`src/rtl/fifo_burst_reader.sv`:
```
// Read-side burst controller for sync_fifo: drains a fixed-length burst onto a valid/ready stream,
// hiding the FIFO's one-cycle read latency behind a 2-entry output buffer.
module fifo_burst_reader #(
    parameter int DATA_WIDTH = 30,
    parameter int LEN_WIDTH  = 8
) (
    input  logic                  clk,
    input  logic                  rst_n,
    input  logic                  burst_start,
    input  logic [LEN_WIDTH-1:0]  burst_len,
    output logic                  busy,
    output logic                  done,
    output logic [LEN_WIDTH-1:0]  words_left,
    output logic                  fifo_rd,
    input  logic [DATA_WIDTH-1:0] fifo_data,
    input  logic                  fifo_empty,
    output logic                  m_valid,
    output logic [DATA_WIDTH-1:0] m_data,
    output logic                  m_last,
    input  logic                  m_ready
);

    typedef enum logic [1:0] {IDLE, READ, DRAIN} state_e;

    state_e                state_q;
    logic [LEN_WIDTH-1:0]  rdLeft_q;
    logic [LEN_WIDTH-1:0]  wordsLeft_q;
    logic                  inflight_q;
    logic                  inflightLast_q;
    logic [1:0]            occ_q;
    logic [DATA_WIDTH-1:0] headData_q;
    logic [DATA_WIDTH-1:0] tailData_q;
    logic                  headLast_q;
    logic                  tailLast_q;
    logic                  busy_q;
    logic                  done_q;
    logic                  pop;
    logic [2:0]            pending;

    // A read may issue only if buffered plus in-flight words, less the one leaving now, stay below 2.
    assign pop     = (occ_q != 2'd0) && m_ready;
    assign pending = {1'b0, occ_q} + {2'b00, inflight_q};
    assign fifo_rd = (state_q == READ) && !fifo_empty && (rdLeft_q != '0)
                     && (pending < (3'd2 + {2'b00, pop}));

    assign busy       = busy_q;
    assign done       = done_q;
    assign words_left = wordsLeft_q;
    assign m_valid    = (occ_q != 2'd0);
    assign m_data     = headData_q;
    assign m_last     = m_valid && headLast_q;

    always_ff @(posedge clk or negedge rst_n) begin
        if (!rst_n) begin
            state_q        <= IDLE;
            rdLeft_q       <= '0;
            wordsLeft_q    <= '0;
            inflight_q     <= 1'b0;
            inflightLast_q <= 1'b0;
            occ_q          <= 2'd0;
            headData_q     <= '0;
            tailData_q     <= '0;
            headLast_q     <= 1'b0;
            tailLast_q     <= 1'b0;
            busy_q         <= 1'b0;
            done_q         <= 1'b0;
        end else begin
            done_q     <= 1'b0;
            inflight_q <= fifo_rd;
            if (fifo_rd) begin
                inflightLast_q <= (rdLeft_q == LEN_WIDTH'(1));
            end

            if (pop && (wordsLeft_q != '0)) begin
                wordsLeft_q <= wordsLeft_q - LEN_WIDTH'(1);
            end

            case (state_q)
                IDLE: begin
                    if (burst_start && (burst_len != '0)) begin
                        state_q     <= READ;
                        rdLeft_q    <= burst_len;
                        wordsLeft_q <= burst_len;
                        busy_q      <= 1'b1;
                    end
                end
                READ: begin
                    if (fifo_rd) begin
                        rdLeft_q <= rdLeft_q - LEN_WIDTH'(1);
                        if (rdLeft_q == LEN_WIDTH'(1)) begin
                            state_q <= DRAIN;
                        end
                    end
                end
                DRAIN: begin
                    if (pop && headLast_q) begin
                        state_q <= IDLE;
                        busy_q  <= 1'b0;
                        done_q  <= 1'b1;
                    end
                end
                default: state_q <= IDLE;
            endcase

            // The word returned by last cycle's read lands in whichever slot keeps arrival order.
            if (inflight_q && pop) begin
                if (occ_q == 2'd2) begin
                    headData_q <= tailData_q;
                    headLast_q <= tailLast_q;
                    tailData_q <= fifo_data;
                    tailLast_q <= inflightLast_q;
                end else begin
                    headData_q <= fifo_data;
                    headLast_q <= inflightLast_q;
                end
            end else if (inflight_q) begin
                if (occ_q == 2'd0) begin
                    headData_q <= fifo_data;
                    headLast_q <= inflightLast_q;
                end else begin
                    tailData_q <= fifo_data;
                    tailLast_q <= inflightLast_q;
                end
                occ_q <= occ_q + 2'd1;
            end else if (pop) begin
                headData_q <= tailData_q;
                headLast_q <= tailLast_q;
                occ_q      <= occ_q - 2'd1;
            end
        end
    end

endmodule

```
`config.mk`:
```
export PLATFORM = sky130hd
export DESIGN_NAME = fifo_burst_reader
export DESIGN_NICKNAME = d
export VERILOG_FILES = /design/src/rtl/fifo_burst_reader.sv
export SDC_FILE = /design/constraint.sdc
export NUM_CORES = 1
export LEC_CHECK = 0
export CORE_UTILIZATION = 30
export DETAILED_ROUTE_END_ITERATION = 8
export HOLD_SLACK_MARGIN = 0.1
export SYNTH_ARGS = -nofsm -noshare
export SYNTH_HDL_FRONTEND = slang
export SYNTH_SLANG_ARGS = --single-unit
```
`constraint.sdc`:
```
create_clock -name clk -period 2.34 [get_ports clk]
set_input_delay 0.702 -clock clk [delete_from_list [all_inputs] [get_ports clk]]
set_output_delay 0.702 -clock clk [all_outputs]
set_load 0.02 [all_outputs]
```
# ---- Yosys cells after proc, flatten, opt, wreduce, memory -nomap -nowiden
# Index checks and enable logic that the tools add are counted.
dict set report totals {
  ff_bits 86
  in_bits 43
  output_inout_bits 43
  elab_cells 94
}
dict set report classes {
  addsub 6
  n_lt_le_gt_ge 1
  eq_ne 11
  muxes 36
  bitwise 1
  n_reduce_logical 27
}
# cell count
set op_table {}
lappend op_table {{30-bit 2-to-1 mux} 9}
lappend op_table {{8-bit 2-to-1 mux} 5}
lappend op_table {{8-bit nonzero test} 3}
lappend op_table {{8-bit case mux with 2 select lines} 1}
lappend op_table {{8-bit by 1-bit subtractor with 8-bit output (second input constant)} 2}
lappend op_table {{1-bit 2-to-1 mux} 13}
lappend op_table {{2-bit 2-to-1 mux} 6}
lappend op_table {{2-bit nonzero test} 5}
lappend op_table {{1-bit logical AND} 9}
lappend op_table {{3-bit AND reduction} 3}
lappend op_table {{8-bit by 1-bit equality test with 1-bit output (second input constant)} 1}
lappend op_table {{2-bit inequality test (second input constant)} 4}
lappend op_table {{2-bit case mux with 3 select lines} 1}
lappend op_table {{2-bit equality test (second input constant)} 2}
lappend op_table {{2-bit zero test} 2}
lappend op_table {{2-bit by 1-bit inequality test with 1-bit output (second input constant)} 2}
lappend op_table {{2-bit AND reduction} 2}
lappend op_table {{4-bit AND reduction} 1}
lappend op_table {{2-bit by 1-bit adder with 3-bit output} 1}
lappend op_table {{2-bit by 1-bit adder with 3-bit output (first input constant)} 1}
lappend op_table {{3-bit < comparator} 1}
lappend op_table {{3-bit by 1-bit inequality test with 1-bit output (second input constant)} 1}
lappend op_table {{3-bit nonzero test} 1}
lappend op_table {{2-bit by 1-bit adder with 2-bit output (second input constant)} 1}
lappend op_table {{other kinds (5)} 5}

# ---- Logic depth before layout (Yosys ltp)
# Gate-level depths: netlist of run 1.
dict set report depth {
  ltp_word 7
  ltp_mapped 9
  mapped_depth_nobuf 7
}

# ---- Worst setup path before layout of run 1
# OpenSTA, ideal clock, no wires.
dict set report synth_path {
  path_type {flip-flop to output port}
  startpoint {register inflight_q}
  endpoint {output fifo_rd}
  arrival_ps 1695
  required_time_ps 1638
  setup_slack_ps -57
  path_stages_with_launch 5
  n_path_buf 0
  cell_sequence {dfrtp_1 ha_1 ha_1 or3_4 nor3_2}
}
dict set report synth_via {
  elab_chain_cells 3
}
# item line
set synth_rtl {}
lappend synth_rtl {{from (decl)} 28} ;# logic inflight_q;
lappend synth_rtl {{from (signal assigned)} 69} ;# inflight_q <= fifo_rd;
lappend synth_rtl {{2-bit by 1-bit adder with 3-bit output} 42} ;# assign pending = {1'b0, occ_q} + {2'b00, inflight_q};
lappend synth_rtl {{3-bit < comparator} 44} ;# && (pending < (3'd2 + {2'b00, pop}));
lappend synth_rtl {{1-bit logical AND} 44}
lappend synth_rtl {{to (decl)} 14} ;# output logic fifo_rd,
# Every way passes these cells.

# ---- Final worst setup path of run 1
# Ends and elaborated chain as after synthesis.

==> reports/metrics.yaml, run 1 <==
cts.sinks: 86
pre_cts_ws_ns: -0.686
via_count: 3197
crit_required_ns: 1.64
synth-edff-count: 0
sequentialPowerShare_pct: 31.9
final_cells: 669
gr-usage-all-layers_pct: 14.8
syn-cell-area_mm2: 0.00407
endpoint_kind: "primary output"
first_pass_iters: 5
place_inst: 649
timing.fmax_mhz: 402
holdWs_ns: 0.251
switching_share_pct: 36.3
drt_iter0_markers: 129
p_comb_share_pct: 50.0
rsz0062_at_grt: "yes"
diodes: 0
final_common_cell: "dfrtp_1"
finalWeightedCongestion: 0.774
p_leak_nw: 2.63
synthCells: 360
intPower_w: 0.00518
clock_path_buffers: 2
r2r_cells: 10
setup_viol: 1
grt_max_degree: 53
place.port_buffers: 85
synth_seq_area_share_pct: 52.9
status: "finished with violations"
grt_pass1_vias: 3297
syn_to_final_growth_pct: 44.8
grt-ovfl-total: 0
cap_violations: 0
clkPwrFrac_pct: 18.2
clk_pin_slew_worst_paths_ns: 0.06
period_needed_ns: 2.48
die_area_mm2: 0.0140
nets: 539
fin_ws_ns: -0.145
vdd_drop_max_uv: 631
hp-class: "in2async"
ys_seq_elements: 86
grt_pass1_wl_um: 16200
slew_headroom_pct: 65.2
final_hold_viol_count: 0
drive_gt1_share_pct: 22.9
die_x_um: 118
layout_common_cells: "86 x dfrtp_1, 80 x clkdlybuf4s50_1, 46 x nand2_1"
dpl.hpwl_um: 6860
core_area_mm2: 0.0132
slew_violations: 0
ys_types: 50
async_reset_ff_share_pct: 100
syn_avg_cell_area_um2: 11.3
synthesis.nets: 411
path_max_fanout: 2
rows: 42
crit_path_start_kind: "register"
cellPowerDensity_mw_per_mm2: 1380
cts_hold_buf: 0
power_switching_w: 0.00296
clock_latency_ns: 0.34
avgRoutedWirePerCell_um: 14.6
max_slew.worst_pin.slew_ns: 0.521
die_h_um: 118
wirelength_um: 9790
regToRegSetupSlack_ns: 0.10
drc: 0
fill_cells: 1254
post_drt_via_cell_ratio: 4.78
min_period_over_period_pct: 106
cts_root_buffer: "clkbuf_16"
r2r_start: "occ_q[1]"
worstReg2RegEnd: "m_data[2]"
setup-tns-final_ns: -0.145
final_core_util_pct: 44.4
regArea_mm2: 0.00215
violations: "setup timing"
yosysWarnings: 0
finClkSkew_ns: 0.00446
multi_input_area_mm2: 0.00186
cts_made_buffers: 9
synthFlopType: "dfrtp_1"
arrival_ns: 1.78
initial_core_util_pct: 30.7
critPathKind: "reg2out"
io_pins: 86
cts_max_level: 3
tritoncts: "yes"
antenna_found_initial: 0
ant_nets: 0
## kinds of logic after synthesis
family	after synthesis	share of synthesized area (%)
and+or+nand+nor	92	11.4
DFF	86	52.9
AOI/OAI and AO/OA	78	12.3
muxes	66	17.2
buffers and inverters	26	2.83
adders and majority gates	8	2.46
xor gates and xnor gates	4	0.862
## final cells by class
class                   instances  area share [%]
flip-flops and latches         86            36.6
multi-input cells             248            31.6
repair buffers                134            22.2
clock buffers                  12            4.36
well taps                     176            3.74
clock inverters                 4           0.914
inverters                       9           0.574
## power by group through the flow
stage               sequential, W  clock [W]  combinational [W]
floorplan                 0.00295          0            0.00190
global placement          0.00258          0            0.00385
detailed placement        0.00261          0            0.00394
CTS                       0.00259    0.00152            0.00399
global route              0.00268    0.00158            0.00443
finish                    0.00259    0.00148            0.00406
## stage by stage
stage          power (W)  instance area (um^2)
6_report         0.00813                  5880
5_1_grt          0.00869                  5880
4_1_cts          0.00811                  5820
3_5_place_dp     0.00655                  5480
3_3_place_gp     0.00643                  5480
2_1_floorplan    0.00485                  4070
## how the worst max path moves through the flow
stage | start | to | slack, ns | cells past startpoint
floorplan | inflight_q | fifo_rd | 0.07 | 4
global placement | fifo_empty | fifo_rd | -0.69 | 4
detailed placement | fifo_empty | fifo_rd | -0.69 | 4
CTS | inflight_q | fifo_rd | -0.15 | 5
global route | inflight_q | fifo_rd | -0.20 | 5
finish | inflight_q | fifo_rd | -0.14 | 5
## registers in the layout, indices dropped and copies added, names as in the netlist, 2 cells and up
| name | cells |
|---|---|
| m_data | 30 |
| tailData_q | 30 |
| rdLeft_q | 8 |
| words_left | 8 |
| occ_q | 2 |
| state_q | 2 |
## worst max-delay path: stages (launching register included)
cell and delay, ns:
dfrtp_1 0.39, ha_2 0.20, ha_4 0.16, or3_4 0.39, nor3_4 0.15, buf_6 0.14
## synth_stat cells (2+ instances only)
| cell type | instances | area, um^2 |
|---|---|---|
| nor3_1 | 2 | 10.0 |
| nand4b_1 | 2 | 17.5 |
| o31a_1 | 2 | 17.5 |
| nor4_1 | 3 | 18.8 |
| inv_1 | 9 | 33.8 |
| mux2_2 | 32 | 360 |
| a31oi_1 | 3 | 18.8 |
| o211ai_1 | 4 | 30.0 |
| buf_2 | 11 | 55.1 |
| ha_1 | 8 | 100 |
| and3_1 | 3 | 18.8 |
| dfrtp_1 | 86 | 2150 |
| o221ai_1 | 4 | 35.0 |
| a21oi_1 | 10 | 50.1 |
| or4_4 | 2 | 22.5 |
| nand3_1 | 3 | 15.0 |
| nand3b_1 | 2 | 15.0 |
| o311ai_0 | 4 | 35.0 |
| o22ai_1 | 2 | 12.5 |
| xnor2_1 | 3 | 26.3 |
| nand2_1 | 46 | 173 |
| nand2b_1 | 2 | 12.5 |
| mux2i_1 | 34 | 340 |
| o21ai_0 | 36 | 180 |
| clkbuf_1 | 5 | 18.8 |
| nor2b_1 | 3 | 18.8 |
| nor3b_1 | 2 | 15.0 |
| nor2_1 | 14 | 52.6 |
| o31ai_1 | 2 | 15.0 |
## what timing repair did
action | 4_1_cts | 5_1_grt
cloned | 0 | 2
endpoints found under the setup margin | 13 | 2
setup buffers | 2 | 0
gates resized for setup | 13 | 3
pin swaps | 3 | 1
## layer usage
metal / routed length [um] / share of wire (%) / vias to the layer above / track usage (%)
met3: 410 / 4.2 / 18 / 3.38
met2: 4690 / 48 / 88 / 24.5
met5: 0 / 0 / - / 0
li1: - / - / 1561 / -
met1: 4490 / 46 / 1530 / 18.4
met4: 201 / 2.1 / 0 / 6.80
(Power assumes the default switching activity.)
==> run 2: changes to the inputs <==
--- a/config.mk
+++ b/config.mk
@@ -5,9 +5,11 @@
 export SDC_FILE = /design/constraint.sdc
 export NUM_CORES = 1
 export LEC_CHECK = 0
-export CORE_UTILIZATION = 30
+export CORE_UTILIZATION = 51
 export DETAILED_ROUTE_END_ITERATION = 8
 export HOLD_SLACK_MARGIN = 0.1
+export PLACE_DENSITY = 0.8
+export SLEW_MARGIN = 40
 export SYNTH_ARGS = -nofsm -noshare
 export SYNTH_HDL_FRONTEND = slang
 export SYNTH_SLANG_ARGS = --single-unit
==> reports/metrics.yaml, run 2 (same netlist as run 1, synthesis figures left out) <==
fin_ws_ns: -0.142  # +0.00249 ns
slew_violations: 0  # unchanged
syn_to_final_growth_pct: 39.9
clock_latency_ns: 0.36  # +0.02 ns
final_core_util_pct: 73.6  # +29 points
cellPowerDensity_mw_per_mm2: 1360  # -1.8%
min_period_over_period_pct: 106  # -0.11 points
cts_root_buffer: "clkbuf_8"
post_drt_via_cell_ratio: 5.50  # +15%
initial_core_util_pct: 52.6  # +22 points
crit_path_start_kind: "register"
status: "finished with violations"
core_area_mm2: 0.00773  # -42%
max_slew.worst_pin.slew_ns: 0.640  # +0.118 ns
clock_path_buffers: 2  # unchanged
grt_pass1_wl_um: 15300  # -5.5%
drc: 0  # unchanged
hp-class: "in2async"
grt_max_degree: 46  # -13%
diodes: 0  # unchanged
first_pass_iters: 4  # -1
avgRoutedWirePerCell_um: 15.3  # +4.8%
r2r_start: "occ_q[0]"
die_h_um: 91.3  # -23%
via_count: 3271  # +2.3%
ant_nets: 0  # unchanged
arrival_ns: 1.78  # about the same
tritoncts: "yes"
io_pins: 86  # unchanged
critPathKind: "reg2out"
path_max_fanout: 2  # unchanged
regToRegSetupSlack_ns: 0.15  # +0.05 ns
r2r_cells: 9  # -1
fin_area_mm2: 0.00569  # -3.4%
setup_viol: 1  # unchanged
crit_start: "occ_q[0]"
cts_max_level: 3  # unchanged
cts_made_buffers: 9  # unchanged
vdd_drop_max_uv: 603  # -4.3%
grt_pass1_vias: 3295  # -0.061%
violations: "setup timing"
period_needed_ns: 2.48  # -0.00249 ns
drt_iter0_markers: 138  # +7.0%
power_w: 0.00772  # -5.1%
final_common_cell: "dfrtp_1"
setup-tns-final_ns: -0.142  # +0.00249 ns
final_hold_viol_count: 0  # unchanged
layout_common_cells: "86 x dfrtp_1, 79 x clkdlybuf4s50_1, 46 x nand2_1"
gr-usage-all-layers_pct: 23.5  # +8.7 points
dpl.hpwl_um: 6770  # -1.2%
grt-ovfl-total: 0  # unchanged
endpoint_kind: "primary output"
placed_area_mm2: 0.00545  # -0.59%
wirelength_um: 9120  # -6.8%
nets: 539  # unchanged
clk_pin_slew_worst_paths_ns: 0.10  # +0.04 ns
place.port_buffers: 85  # unchanged
rows: 32  # -24%
fill_cells: 542  # -57%
finClkSkew_ns: 0.0132  # +0.00873 ns
die_x_um: 91.3  # -23%
cap_violations: 0  # unchanged
p_leak_nw: 2.59  # -1.8%
rsz0062_at_grt: "yes"
finalWeightedCongestion: 0.866  # +12%
antenna_found_initial: 0  # unchanged
drive_gt1_share_pct: 23.3  # +0.41 points
slew_headroom_pct: 56.8  # -8.4 points
die_area_mm2: 0.00833  # -41%
crit_required_ns: 1.64  # about the same
timing.fmax_mhz: 403  # +0.10%
worstReg2RegEnd: "tailData_q[21]"
cts.sinks: 86  # unchanged
holdWs_ns: 0.226  # -0.0246 ns
-- run 2: worst max path at each step --
| stage | endpoint | cells past startpoint | slack [ns] |
|---|---|---|---|
| 2_1_floorplan | fifo_rd | 4 | 0.07 |
| 3_3_place_gp | fifo_rd | 4 | -0.66 |
| 3_5_place_dp | fifo_rd | 4 | -0.67 |
| 4_1_cts | fifo_rd | 5 | -0.15 |
| 5_1_grt | fifo_rd | 5 | -0.20 |
| 6_report | fifo_rd | 5 | -0.14 |
-- run 2: worst max-delay path, stage by stage, from the launching register on --
cell and delay [ns]:
dfrtp_1 0.40, ha_2 0.19, ha_4 0.16, or3_4 0.38
nor3_4 0.15, buf_6 0.14
-- run 2: what timing repair did --
item,in CTS,in global routing
setup endpoints to repair,10,6
buffers inserted,1,0
hold buffers,0,0
pin swaps,2,0
resized for setup,14,3
-- run 2: metal layers --
layer / GRT usage (%) / part of all wire [%] / vias to the layer above / routed length (um)
li1: - / - / 1571 / -
met1: 30.2 / 44 / 1607 / 4020
met2: 39.2 / 50 / 77 / 4580
met3: 3.43 / 3.7 / 16 / 339
met4: 11.4 / 2.0 / 0 / 179
met5: 0 / 0 / - / 0
-- run 2: where the power goes --
part / switching, W / total, W / internal (W)
clock: 0.000574 / 0.00108 / 0.000508
combinational: 0.00193 / 0.00404 / 0.00211
sequential: 0.000427 / 0.00260 / 0.00217
-- run 2: cell type report --
class                      count  area [um^2]  area share [%]
multi-input combinational    248         1870            32.8
clock buffer                   9          124            2.18
inverter                       9         33.8           0.594
timing repair buffer         134         1300            22.9
clock inverter                 7         80.1            1.41
tap                          102          128            2.24
sequential                    86         2150            37.8
-- run 2: per-stage QoR --
| step | setup slack, ns | instances |
|---|---|---|
| floorplan | 0.0731 | 360 |
| global placement | -0.657 | 578 |
| detailed placement | -0.666 | 578 |
| CTS | -0.148 | 595 |
| global route | -0.196 | 595 |
| finish | -0.142 | 595 |
==> run 3: changes to the inputs <==
--- a/config.mk
+++ b/config.mk
@@ -9,6 +9,7 @@
 export DETAILED_ROUTE_END_ITERATION = 8
 export HOLD_SLACK_MARGIN = 0.1
 export PLACE_DENSITY = 0.8
+export SETUP_SLACK_MARGIN = 0.15
 export SLEW_MARGIN = 40
 export SYNTH_ARGS = -nofsm -noshare
 export SYNTH_HDL_FRONTEND = slang
==> reports/metrics.yaml, run 3 (same netlist as run 1, synthesis figures left out) <==
tritoncts: "yes"
timing.fmax_mhz: 408  # +1.2%
ant_nets: 0  # unchanged
antenna_found_initial: 0  # unchanged
status: "finished with violations"
dpl.hpwl_um: 6540  # -3.4%
grt-ovfl-total: 0  # unchanged
cellPowerDensity_mw_per_mm2: 1380  # +1.5%
pre_cts_ws_ns: -0.695  # -0.0294 ns
setup_viol: 1  # unchanged
critPathMaxStageDelay_ns: 0.39  # about the same
wirelength_um: 9720  # +6.5%
vdd_drop_max_uv: 613  # +1.7%
nets: 549  # +1.9%
cts_made_buffers: 9  # unchanged
r2r_start: "occ_q[0]"
drt_iter0_markers: 163  # +18%
critPathKind: "reg2out"
clock_latency_ns: 0.35  # about the same
die_x_um: 91.3  # unchanged
grt_max_degree: 35  # -24%
slew_violations: 0  # unchanged
place.port_buffers: 85  # unchanged
crit_required_ns: 1.64  # about the same
drive_gt1_share_pct: 25.6  # +2.3 points
core_area_mm2: 0.00773  # unchanged
clock_path_buffers: 2  # unchanged
final_common_cell: "dfrtp_1"
drc: 0  # unchanged
via_count: 3381  # +3.4%
finalWeightedCongestion: 0.975  # +13%
endpoint_kind: "primary output"
r2r_cells: 9  # unchanged
initial_core_util_pct: 52.6  # unchanged
slew_headroom_pct: 63.4  # +6.6 points
min_period_over_period_pct: 105  # -1.3 points
fin_ws_ns: -0.112  # +0.0301 ns
arrival_ns: 1.75  # -0.03 ns
worstReg2RegEnd: "rdLeft_q[7]"
crit_path_start_kind: "register"
cap_violations: 0  # unchanged
regToRegSetupSlack_ns: 0.02  # -0.13 ns
avgRoutedWirePerCell_um: 16.1  # +4.7%
crit_slowest_cell: "dfrtp_1"
path_cells: "ha_2 -> ha_4 -> or3_4 -> nor3_4 -> buf_6"
setup-tns-final_ns: -0.112  # +0.0301 ns
max_slew.worst_pin.slew_ns: 0.549  # -0.0910 ns
rsz0062_at_grt: "yes"
syn_to_final_growth_pct: 44.8
hp-class: "in2async"
grt_pass1_vias: 3229  # -2.0%
period_needed_ns: 2.45  # -0.0301 ns
cp_num_buf_inv: 1  # unchanged
die_area_mm2: 0.00833  # unchanged
clk_pin_slew_worst_paths_ns: 0.09  # about the same
post_drt_via_cell_ratio: 5.59  # +1.7%
io_pins: 86  # unchanged
violations: "setup timing"
cts_hold_buf: 0  # unchanged
cts_max_level: 3  # unchanged
die_h_um: 91.3  # unchanged
cts.sinks: 86  # unchanged
first_pass_iters: 4  # unchanged
layout_common_cells: "86 x dfrtp_1, 74 x clkdlybuf4s50_1, 46 x nand2_1"
p_leak_nw: 2.70  # +4.4%
cts_root_buffer: "clkbuf_8"
grt_pass1_wl_um: 14800  # -3.2%
final_hold_viol_count: 0  # unchanged
rows: 32  # unchanged
diodes: 0  # unchanged
crit_family: "simple AND/OR/NAND/NOR gates"
gr-usage-all-layers_pct: 22.7  # -0.83 points
path_max_fanout: 2  # unchanged
finClkSkew_ns: 0.0137  # +0.000510 ns
[run 3: power by group]
| part | internal [W] | leakage [nW] | switching [W] |
|---|---|---|---|
| Sequential | 0.00217 | 1.03 | 0.000421 |
| Combinational | 0.00231 | 1.57 | 0.00206 |
| Clock | 0.000609 | 0.101 | 0.000544 |
| Total | 0.00509 | 2.70 | 0.00303 |
[run 3: final cells by class]
class / count / area (um^2)
Timing Repair Buffer: 144 / 1460
Clock buffer: 10 / 128
Tap cell: 102 / 128
Sequential cell: 86 / 2150
Multi-Input combinational cell: 248 / 1890
Clock inverter: 6 / 93.8
Fill cell: 499 / 1840
Inverter: 9 / 33.8
[run 3: worst max-delay path by stage]
stage,end,startpoint,depth (start not counted),slack (ns)
after CTS,fifo_rd,inflight_q,5,-0.19
final,fifo_rd,occ_q[0],5,-0.11
after global routing,fifo_rd,inflight_q,5,-0.19
after floorplan,fifo_rd,inflight_q,4,0.15
after global placement,fifo_rd,m_ready,5,-0.71
after detailed placement,fifo_rd,m_ready,5,-0.70
[run 3: metrics by stage]
step / utilization, % / instance area (um^2) / total power, W / hold slack (ns) / cells
6_report: 76.2 / 5890 / 0.00811 / 0.292 / 605
5_1_grt: 76.2 / 5890 / 0.00862 / 0.303 / 605
4_1_cts: 73.4 / 5670 / 0.00774 / 0.290 / 593
3_5_place_dp: 70.2 / 5430 / 0.00656 / 0.469 / 576
3_3_place_gp: 70.2 / 5430 / 0.00639 / 0.459 / 576
2_1_floorplan: - / 4080 / 0.00486 / 0.406 / 360
[run 3: what timing repair did]
item                       in CTS  in global routing
gates cloned                    0                  4
gates resized for setup        14                 25
pin swaps                       5                  9
setup endpoints to repair      66                 76
buffers inserted                1                  8
[run 3: metal layers]
metal / track usage, % / part of all wire [%] / vias up
li1: - / - / 1590
met1: 29.4 / 42 / 1661
met2: 37.8 / 50 / 109
met3: 3.69 / 5.0 / 21
met4: 9.92 / 2.2 / 0
met5: 0 / 0 / -
